===== src/rtl/param_rom_stream_ctrl.sv =====
// Sequencer for a parameter ROM with 2-cycle registered read latency. Sweeps the ROM a
// programmable number of passes per start and presents the words on a valid/ready stream.
module param_rom_stream_ctrl #(
  parameter int unsigned DATA_WIDTH = 16,
  parameter int unsigned DEPTH      = 32,
  parameter int unsigned ADDR_WIDTH = $clog2(DEPTH) + 1,
  parameter int unsigned PASS_WIDTH = 8
) (
  input  logic                  clk,
  input  logic                  rst,
  input  logic                  start,
  input  logic [PASS_WIDTH-1:0] num_passes,
  output logic                  busy,
  output logic                  done,
  output logic [ADDR_WIDTH-1:0] rom_addr,
  output logic                  rom_ce,
  input  logic [DATA_WIDTH-1:0] rom_q,
  output logic [DATA_WIDTH-1:0] data_out,
  output logic                  data_out_valid,
  input  logic                  data_out_ready
);

  typedef enum logic [1:0] {StIdle, StRun, StDrain} state_e;

  state_e                state_q, state_d;
  logic [ADDR_WIDTH-1:0] addr_q, addr_d;
  logic [PASS_WIDTH-1:0] pass_q, pass_d;
  logic [PASS_WIDTH-1:0] passes_q, passes_d;
  logic [1:0]            v_q, v_d;
  logic                  done_q, done_d;

  logic stall;
  logic ce;
  logic last_addr;
  logic last_pass;

  // v_q[0]: read register holds a requested word; v_q[1]: ROM output register does.
  assign stall     = v_q[1] & ~data_out_ready;
  assign ce        = (state_q != StIdle) & ~stall;
  assign last_addr = (addr_q == ADDR_WIDTH'(DEPTH - 1));
  assign last_pass = (pass_q == passes_q - PASS_WIDTH'(1));

  always_comb begin
    state_d  = state_q;
    addr_d   = addr_q;
    pass_d   = pass_q;
    passes_d = passes_q;
    v_d      = v_q;
    done_d   = 1'b0;
    unique case (state_q)
      StIdle: begin
        if (start) begin
          if (num_passes != '0) begin
            passes_d = num_passes;
            pass_d   = '0;
            addr_d   = '0;
            state_d  = StRun;
          end else begin
            done_d = 1'b1;
          end
        end
      end
      StRun: begin
        if (ce) begin
          v_d = {v_q[0], 1'b1};
          if (!last_addr) begin
            addr_d = addr_q + ADDR_WIDTH'(1);
          end else if (!last_pass) begin
            addr_d = '0;
            pass_d = pass_q + PASS_WIDTH'(1);
          end else begin
            state_d = StDrain;
          end
        end
      end
      StDrain: begin
        if (ce) begin
          v_d = {v_q[0], 1'b0};
          // Pipeline empties on this edge: the final word has just been handed off.
          if (!v_q[0]) begin
            state_d = StIdle;
            done_d  = 1'b1;
          end
        end
      end
      default: state_d = StIdle;
    endcase
  end

  always_ff @(posedge clk) begin
    if (rst) begin
      state_q  <= StIdle;
      addr_q   <= '0;
      pass_q   <= '0;
      passes_q <= '0;
      v_q      <= '0;
      done_q   <= 1'b0;
    end else begin
      state_q  <= state_d;
      addr_q   <= addr_d;
      pass_q   <= pass_d;
      passes_q <= passes_d;
      v_q      <= v_d;
      done_q   <= done_d;
    end
  end

  assign busy           = (state_q != StIdle);
  assign done           = done_q;
  assign rom_addr       = addr_q;
  assign rom_ce         = ce;
  assign data_out       = rom_q;
  assign data_out_valid = v_q[1];

endmodule


===== config.mk =====
export PLATFORM = sky130hd
export DESIGN_NAME = param_rom_stream_ctrl
export DESIGN_NICKNAME = d
export VERILOG_FILES = /design/src/rtl/param_rom_stream_ctrl.sv
export SDC_FILE = /design/constraint.sdc
export NUM_CORES = 1
export LEC_CHECK = 0
export CORE_ASPECT_RATIO = 1.2
export CORE_UTILIZATION = 45
export DETAILED_ROUTE_END_ITERATION = 8
export PLACE_DENSITY_LB_ADDON = 0.15
export SLEW_MARGIN = 15
export SYNTH_ARGS = -nofsm -noshare
export SYNTH_HDL_FRONTEND = slang
export SYNTH_SLANG_ARGS = --single-unit

===== constraint.sdc =====
create_clock -name clk -period 4.2 [get_ports clk]
set_clock_uncertainty 0.05 [all_clocks]
set_input_delay 0.63 -clock clk [delete_from_list [all_inputs] [get_ports clk]]
set_output_delay 0.63 -clock clk [all_outputs]
set_load 0.005 [all_outputs]

==> impl_metrics.ini, run 1 <==
[global_route]
grt_pass1_wl_um = 6200
antenna_found_initial = 0
grt_overflow = 0
gr-usage-all-layers = 0.201
grt_pass1_vias = 1331
grt_max_degree = 23

[cells_and_area]
antenna_cells = 0
nFillCells = 334
layout-drive-gt1-share = 0.105
area_growth_pct = 10.4
fin_nets = 241
fin_util = 0.537
finalInstanceArea_sq_um = 1840

[timing]
setup_viol = 0
min_period_ns = 2.65
drv_slew = 0
relSlewSlack = 0.742
worstMarginPinSlew_ns = 0.387
final.period_utilization = 0.630
grt_setup_unrepaired = false
timing.fmax_mhz = 378
hold_viol_final = 0
setup_tns_ns = 0

[worst_setup_path]
startpoint = num_passes[7]
worstPathRequired_ns = 4.35
worstSetupPathType = in -> reg
startpoint_type = input pin
worstPathArrival_ns = 2.80
endpoint_kind = flop
r2r_slack_ns = 1.73
r2r_end = rom_addr[4]
r2r_cells = 10
cp_max_fo = 7
r2r_start = passes_q[0]

[place]
portBuffers = 21
place_congestion = 0.837
placed_cell_area_sq_um = 1790
hpwl_um = 2790

[cts]
cts_tree = built
cts.repair.resized = 0
cts-buffers-inserted = 3
worst_skew_pair.late_latency_ns = 0.26
post_cts_buffers = 0
cts_buffer_depth = 2
htree_num_levels = 1
cts.hold.buffers_added = 0
cts_root_buffer = clkbuf_8
cts.sinks = 27
clkTransAtPathRegs_ns = 0.09

[die]
start_util = 0.486
fp.coreArea_sq_um = 3420
die-area_sq_um = 3950
ios = 54
die_w_um = 57.5
fp-row-count = 23
dieHeight_um = 68.6

[detailed_routing]
drt_drc_violations_left = 1
wire_per_inst_um = 14.9
vias = 1406
drt-total-wl_um = 3660
first_iter_violations = 55
ant_nets = 0
drt-pass1-iter-count = 6
via_per_inst = 5.72

[yosys]
synth-simple-area-share = 0.278
netlist_area_sq_um = 1670
async_flop_share = 0
syn_avg_cell_area_sq_um = 8.16
muxShareOfSynthArea = 0.0421
synth_top_family_by_area = simple AND/OR/NAND/NOR gates
ys_seq_area_frac = 0.325
synth_seq_cells = 27
synth.top_cells.by_area = dfxtp_1 (32%), buf_4 (7.2%), nor2_1 (6.3%)
synth_compound_area_frac = 0.144
ys_top_cells_by_count = nor2_1 (28), dfxtp_1 (27), buf_4 (16)
synth-adder-area-share = 0.0225
syn-num-nets = 235
yosys.area.top_type = dfxtp_1
synth_xor_xnor_area_share = 0.0887
synth.distinct_cells = 50
synth_edf_count = 0
yosys_warnings = 0
synth_top_cell_area_share = 0.325
syn-instance-count = 204
yosysMostFrequentCell = nor2_1
ys_dominant_reg_cell = dfxtp_1

[hold_path]
min_path_type = reg -> reg
worstHoldStart = rom_addr[5]
hold_path_depth = 2
min_to = rom_addr[5]

[run_status]
violations = design-rule violations
status = finished with violations

[power_and_ir_drop]
power_frac_clock = 0.272
ir_drop_uv = 151
p_comb_frac = 0.203
p_sw_uw = 146
p_leak_uw = 0.000648
seq_power_share = 0.525
power_density_nw_per_um2 = 289
p_sw_frac = 0.275
p_int_uw = 385

[flow_run]
cap_viol_max_count = 0
[cells in the final DEF (no fill, tap or decap), drive strengths merged, types with 3 or more instances in the layout]
master	instances
nand3	11
a21oi	13
clkdlybuf4s50	21
nand2	16
nand2b	4
inv	6
clkbuf	4
o21ai	10
xor2	6
nand4	5
mux2i	7
or3	3
xnor2	10
ha	3
or4	3
nor4	3
dfxtp	27
nor2	29
nor3	3
[per-layer routing]
layer	track usage	part of all wire	vias to the layer above
met5	0	0	-
met4	0.0884	0.013	0
met3	0.0317	0.033	6
met2	0.347	0.50	26
met1	0.248	0.46	667
li1	-	-	707
[state kept, by name, summed over array words and instances (netlist names)]
name / flops
done: 1
pass_q: 8
passes_q: 8
rom_addr: 6
state_q: 2
v_q: 2
[area by class of cell]
class	count	area, sq um	share of cell area
timing repair buffer	23	225	0.123
inverter	6	22.5	0.0123
multi-input combinational	149	958	0.521
clock buffer	4	45.0	0.0245
tap	37	46.3	0.0252
sequential	27	541	0.294
[critical path, stage by stage]
cell and delay, ns:
clkdlybuf4s50_1 0.50, nor4_1 0.08, nand2_1 0.09, nand3_1 0.10, a21oi_2 0.34, a21boi_2 0.38, nand3_1 0.20, or3_1 0.34
a21oi_1 0.15
[worst max path at each step]
stage | endpoint
after CTS | pass_q[7]
final | pass_q[7]
after detailed placement | pass_q[7]
after global placement | pass_q[3]
after global routing | pass_q[7]
after floorplan | pass_q[3]
[stage by stage]
| step | total power (uW) | instances | hold WS (ns) | worst slack (ns) |
|---|---|---|---|---|
| global placement | 388 | 242 | 0.435 | 1.39 |
| CTS | 539 | 246 | 0.454 | 1.57 |
| floorplan | 370 | 204 | 0.419 | 2.00 |
| detailed placement | 392 | 242 | 0.441 | 1.31 |
| global route | 560 | 246 | 0.494 | 1.41 |
| finish | 531 | 246 | 0.448 | 1.55 |
[cells by family (layout without fill, tap and decap cells)]
logic type               Yosys count  count (layout)
AND/OR/NAND/NOR                   87              87
AO/OA/AOI/OAI                     36              36
buffers and inverters             28              33
flip-flops                        27              27
XOR/XNOR                          16              16
multiplexers                       7               7
adder cells (fa/ha/maj)            3               3
[power groups by stage]
stage / registers [uW] / logic (uW) / clock network, uW
final: 279 / 108 / 144
after floorplan: 279 / 90.7 / 0
after global placement: 284 / 104 / 0
after CTS: 279 / 109 / 152
after detailed placement: 284 / 108 / 0
after global routing: 280 / 120 / 160
(Power assumes the default switching activity.)
==> run 2, diff against run 1 <==
--- a/config.mk
+++ b/config.mk
@@ -6,7 +6,7 @@
 export NUM_CORES = 1
 export LEC_CHECK = 0
 export CORE_ASPECT_RATIO = 1.2
-export CORE_UTILIZATION = 45
+export CORE_UTILIZATION = 41
 export DETAILED_ROUTE_END_ITERATION = 8
 export PLACE_DENSITY_LB_ADDON = 0.15
 export SLEW_MARGIN = 15
==> constraint.sdc (replaced) <==
create_clock -name clk -period 2.3 [get_ports clk]
set_clock_uncertainty 0.05 [all_clocks]
set_input_delay 0.345 -clock clk [delete_from_list [all_inputs] [get_ports clk]]
set_output_delay 0.345 -clock clk [all_outputs]
set_load 0.005 [all_outputs]
==> run 2 against run 1 <==
Against the previous run: largest power group unchanged; non-clock buffer count increased by 22; routed wire length increased by 5.1%; the run now ends clean; die area grew 9.4%; highest routed layer unchanged.
==> impl_metrics.ini, run 2 (synthesis results as in run 1) <==
[worst_setup_path]
path_cells = nor4_4 -> nand2_1 -> xnor2_1 -> nand3_1 -> a211o_2 -> nand2_4 -> buf_4 -> xor2_1 -> nor2_1
cp_max_fo = 5
r2r_cells = 9
cp_slowest_cell = a211o_2
r2r_start = passes_q[2]
worst_path_largest_cell_delay_ns = 0.42
worstPathArrival_ns = 2.33
worstPathRequired_ns = 2.43
endpoint_kind = flop
r2r_end = pass_q[0]
startpoint_type = flop
r2r_slack_ns = 0.10
worstSetupPathType = reg -> reg
startpoint = passes_q[2]
crit_end = pass_q[0]

[die]
die-area_sq_um = 4320
die_w_um = 60.2
start_util = 0.426
fp.coreArea_sq_um = 3910
ios = 54
dieHeight_um = 71.8
fp-row-count = 25

[cells_and_area]
area_growth_pct = 25.9
nFillCells = 387
layout-drive-gt1-share = 0.216
fin_util = 0.536
finalNonFillerCells = 285
antenna_cells = 0
fin_nets = 263
layout_common_cells = nor2_1 (28), dfxtp_1 (26), buf_4 (24), clkdlybuf4s50_1 (21), nand2_1 (15)
mostFrequentLayoutCell = nor2_1

[place]
dp_slack_ns = -0.135
placed_cells = 276
portBuffers = 21
place_congestion = 0.858
hpwl_um = 2870

[cts]
cts_root_buffer = clkbuf_8
clkTransAtPathRegs_ns = 0.10
cts_tree = built
cts-buffers-inserted = 3
htree_num_levels = 1
worst_skew_pair.late_latency_ns = 0.28
cts.hold.buffers_added = 0
cts.sinks = 27
cts_buffer_depth = 2

[detailed_routing]
drt-total-wl_um = 3840
vias = 1499
via_per_inst = 5.26
wire_per_inst_um = 13.5
drt_drc_violations_left = 0
drt-pass1-iter-count = 4
first_iter_violations = 60
ant_nets = 0

[global_route]
grt_max_degree = 22
use_met2 = 0.317
grt_overflow = 0
grt_pass1_wl_um = 6360
grt_pass1_vias = 1433
top_usage_layer = met2
gr-usage-all-layers = 0.190
grt_use_met3 = 0.0253
antenna_found_initial = 0
use_met1 = 0.245

[timing]
setup_tns_ns = 0
timing.hold.ws_ns = 0.459
hold_viol_final = 0
worstMarginPinSlew_ns = 0.416
timing.fmax_mhz = 455
relSlewSlack = 0.720
final.period_utilization = 0.955
min_period_ns = 2.20
setup_slack_ns = 0.103
setup_viol = 0
drv_slew = 0

[hold_path]
min_path_type = reg -> reg

[flow_run]
cap_viol_max_count = 0

[power_and_ir_drop]
p_leak_uw = 0.000773
ir_drop_uv = 244
power_density_nw_per_um2 = 498

[run_status]
status = complete, no violations
run 2: critical path: cells and delay by family, from the launching register on:
family / cells / cell delay (ns)
buf+inv: 1 / 0.12
simple gates: 5 / 0.86
flops: 1 / 0.35
xor+xnor: 2 / 0.30
compound gates: 1 / 0.42
run 2: worst min path at each step:
stage	start	to	slack (ns)	cells past startpoint
after global placement	rom_addr[5]	rom_addr[5]	0.44	2
after CTS	rom_addr[5]	rom_addr[5]	0.46	2
after floorplan	v_q[0]	v_q[0]	0.42	2
after global routing	v_q[0]	v_q[0]	0.50	2
after detailed placement	rom_addr[5]	rom_addr[5]	0.45	2
final	rom_addr[5]	rom_addr[5]	0.46	2
run 2: layer usage:
metal  vias to the layer above  routed length [um]
li1                        749                   -
met1                       713                1690
met2                        28                1980
met3                         9                 119
met4                         0                  53
met5                         -                   0
run 2: final cells by class:
class / instances / area, sq um / area share
clock inverters: 1 / 7.51 / 0.00358
repair buffers: 45 / 390 / 0.186
well taps: 54 / 67.6 / 0.0322
inverters: 6 / 22.5 / 0.0107
multi-input cells: 149 / 1030 / 0.489
clock buffers: 3 / 41.3 / 0.0197
flip-flops and latches: 27 / 542 / 0.258
run 2: through the flow:
stage	cell area [sq um]	total power (uW)
2_1_floorplan	1670	676
3_3_place_gp	1940	735
3_5_place_dp	1940	742
4_1_cts	2010	1030
5_1_grt	2100	1100
6_report	2100	1040
run 2: report_power, final:
group          internal [uW]  leakage [uW]  switching (uW)
Combinational            135      0.000531             123
Clock                    123     0.0000217             158
Sequential               484      0.000220            21.3
Total                    742      0.000773             302
run 2: timing repair:
item,in CTS,in global routing
gates cloned,0,0
buffers inserted,0,5
gates resized for setup,2,9
endpoints found under the setup margin,4,15
pin swaps,0,6
==> run 3, diff against run 2 <==
--- a/config.mk
+++ b/config.mk
@@ -6,9 +6,11 @@
 export NUM_CORES = 1
 export LEC_CHECK = 0
 export CORE_ASPECT_RATIO = 1.2
+export CORE_MARGIN = 2
 export CORE_UTILIZATION = 41
 export DETAILED_ROUTE_END_ITERATION = 8
 export PLACE_DENSITY_LB_ADDON = 0.15
+export SETUP_SLACK_MARGIN = 0.2
 export SLEW_MARGIN = 15
 export SYNTH_ARGS = -nofsm -noshare
 export SYNTH_HDL_FRONTEND = slang
==> run 3 against run 2 <==
Against the previous run: routed wire length fell by 0.99%; sequential power is essentially flat; non-clock buffer count is 5 lower; die area grew 6.2%; register-to-register slack improved by 0.11 ns; global-route usage is 1.2 points lower; via count is 2.3% lower; largest power group unchanged; critical path type unchanged; largest cell class unchanged; combinational power is 2% lower; final cell count fell by 1.8%; first-iteration DRC count fell by 37%.
==> impl_metrics.ini, run 3 (synthesis results as in run 1) <==
[cells_and_area]
fin_nets = 258
nFillCells = 370
antenna_cells = 0
fin_util = 0.543
area_growth_pct = 27.4
multi_input_area_sq_um = 1070
layout-drive-gt1-share = 0.265
layout_common_cells = nor2_1 (28), clkdlybuf4s50_1 (21), dfxtp_1 (19), buf_4 (19), nand2_1 (15)
mostFrequentLayoutCell = nor2_1
ff_latch_area_sq_um = 561

[timing]
setup_viol = 0
grt_setup_unrepaired = true
final.period_utilization = 0.908
relSlewSlack = 0.775
drv_slew = 0
min_period_ns = 2.09
hold_viol_final = 0
worstMarginPinSlew_ns = 0.338
timing.fmax_mhz = 479

[detailed_routing]
wire_per_inst_um = 13.6
drt-pass1-iter-count = 4
via_per_inst = 5.23
drt_drc_violations_left = 0
ant_nets = 0
first_iter_violations = 38
drt-total-wl_um = 3800
vias = 1464

[die]
die-area_sq_um = 4590
ios = 54
fp.coreArea_sq_um = 3910
die_w_um = 62.2
fp-row-count = 25
dieHeight_um = 73.8
start_util = 0.426

[worst_setup_path]
critPathTopFamily = simple AND/OR/NAND/NOR gates
cp_slowest_cell = or4_1
startpoint_type = flop
worstPathBufferInverterCount = 0
path_cells = nor4_4 -> o21ai_2 -> a32oi_1 -> a21o_2 -> a211o_2 -> nand2_4 -> or4_1 -> nand2_1
r2r_slack_ns = 0.21
r2r_cells = 8
endpoint_kind = flop
worstSetupPathType = reg -> reg
cp_max_fo = 5
worstPathRequired_ns = 2.46
r2r_end = pass_q[3]
worstPathArrival_ns = 2.25
r2r_start = passes_q[5]
worst_path_largest_cell_delay_ns = 0.46

[power_and_ir_drop]
power_density_nw_per_um2 = 484
p_int_uw = 736
seq_power_share = 0.495
p_leak_uw = 0.000762
power.total_uw = 1030
ir_drop_uv = 233
p_sw_frac = 0.283
p_sw_uw = 291
power_frac_clock = 0.259
p_comb_frac = 0.246

[cts]
worst_skew_pair.late_latency_ns = 0.27
cts-buffers-inserted = 3
clkTransAtPathRegs_ns = 0.10
cts_root_buffer = clkbuf_8
htree_num_levels = 1
cts_buffer_depth = 2
cts_tree = built
cts.sinks = 27

[hold_path]
hold_path_depth = 2
min_path_type = reg -> reg
worstHoldStart = rom_addr[5]
min_to = rom_addr[5]

[global_route]
gr-usage-all-layers = 0.178
grt_pass1_wl_um = 6600
grt_overflow = 0
grt_pass1_vias = 1507
antenna_found_initial = 0
grt_max_degree = 22

[place]
place_congestion = 0.810
portBuffers = 21
hpwl_um = 2790

[flow_run]
cap_viol_max_count = 0

[run_status]
status = complete, no violations
-- run 3: power groups by stage --
| stage | Clock (uW) | Combinational (uW) | Sequential [uW] |
|---|---|---|---|
| after floorplan | 0 | 169 | 510 |
| after global placement | 0 | 213 | 518 |
| after detailed placement | 0 | 219 | 518 |
| after CTS | 278 | 247 | 506 |
| after global routing | 302 | 273 | 511 |
| final | 266 | 253 | 508 |
-- run 3: final cells by class --
type                    count  area share
well taps                  54      0.0318
clock inverters             1     0.00236
multi-input cells         149       0.504
inverters                   6      0.0118
clock buffers               3      0.0195
repair buffers             40       0.166
flip-flops and latches     27       0.264
-- run 3: worst min-delay path: stages, from the launching register on --
cell and delay [ns]:
dfxtp_1 0.34, o21ai_0 0.08, a21oi_1 0.06
-- run 3: how the worst max path moves through the flow --
stage | startpoint | endpoint | slack, ns | cells past startpoint
floorplan | passes_q[0] | rom_addr[4] | 0.21 | 9
global placement | passes_q[0] | rom_addr[4] | -0.01 | 10
detailed placement | passes_q[0] | rom_addr[4] | -0.01 | 10
CTS | passes_q[5] | pass_q[0] | 0.19 | 9
global route | passes_q[7] | rom_addr[4] | 0.09 | 8
finish | passes_q[5] | pass_q[3] | 0.21 | 8
-- run 3: per-layer routing --
| metal | vias to the layer above | global-route usage | part of all wire |
|---|---|---|---|
| li1 | 739 | - | - |
| met1 | 677 | 0.206 | 0.45 |
| met2 | 31 | 0.319 | 0.49 |
| met3 | 17 | 0.0337 | 0.034 |
| met4 | 0 | 0.0914 | 0.030 |
| met5 | - | 0 | 0 |
-- run 3: timing repair --
action	4_1_cts	5_1_grt
resized for setup	20	9
gates cloned	0	0
setup endpoints to repair	14	15
hold buffers	0	0
setup buffers	8	0
pin swaps	11	6
-- run 3: metrics by stage --
step	cells	TNS [ns]	setup WS [ns]	area (sq um)	hold slack, ns
finish	280	0	0.211	2120	0.461
global route	280	0	0.0922	2120	0.511
CTS	280	0	0.190	2080	0.466
detailed placement	268	-0.0198	-0.0114	1890	0.455
global placement	268	-0.00958	-0.00958	1890	0.438
floorplan	204	0	0.212	1680	0.419
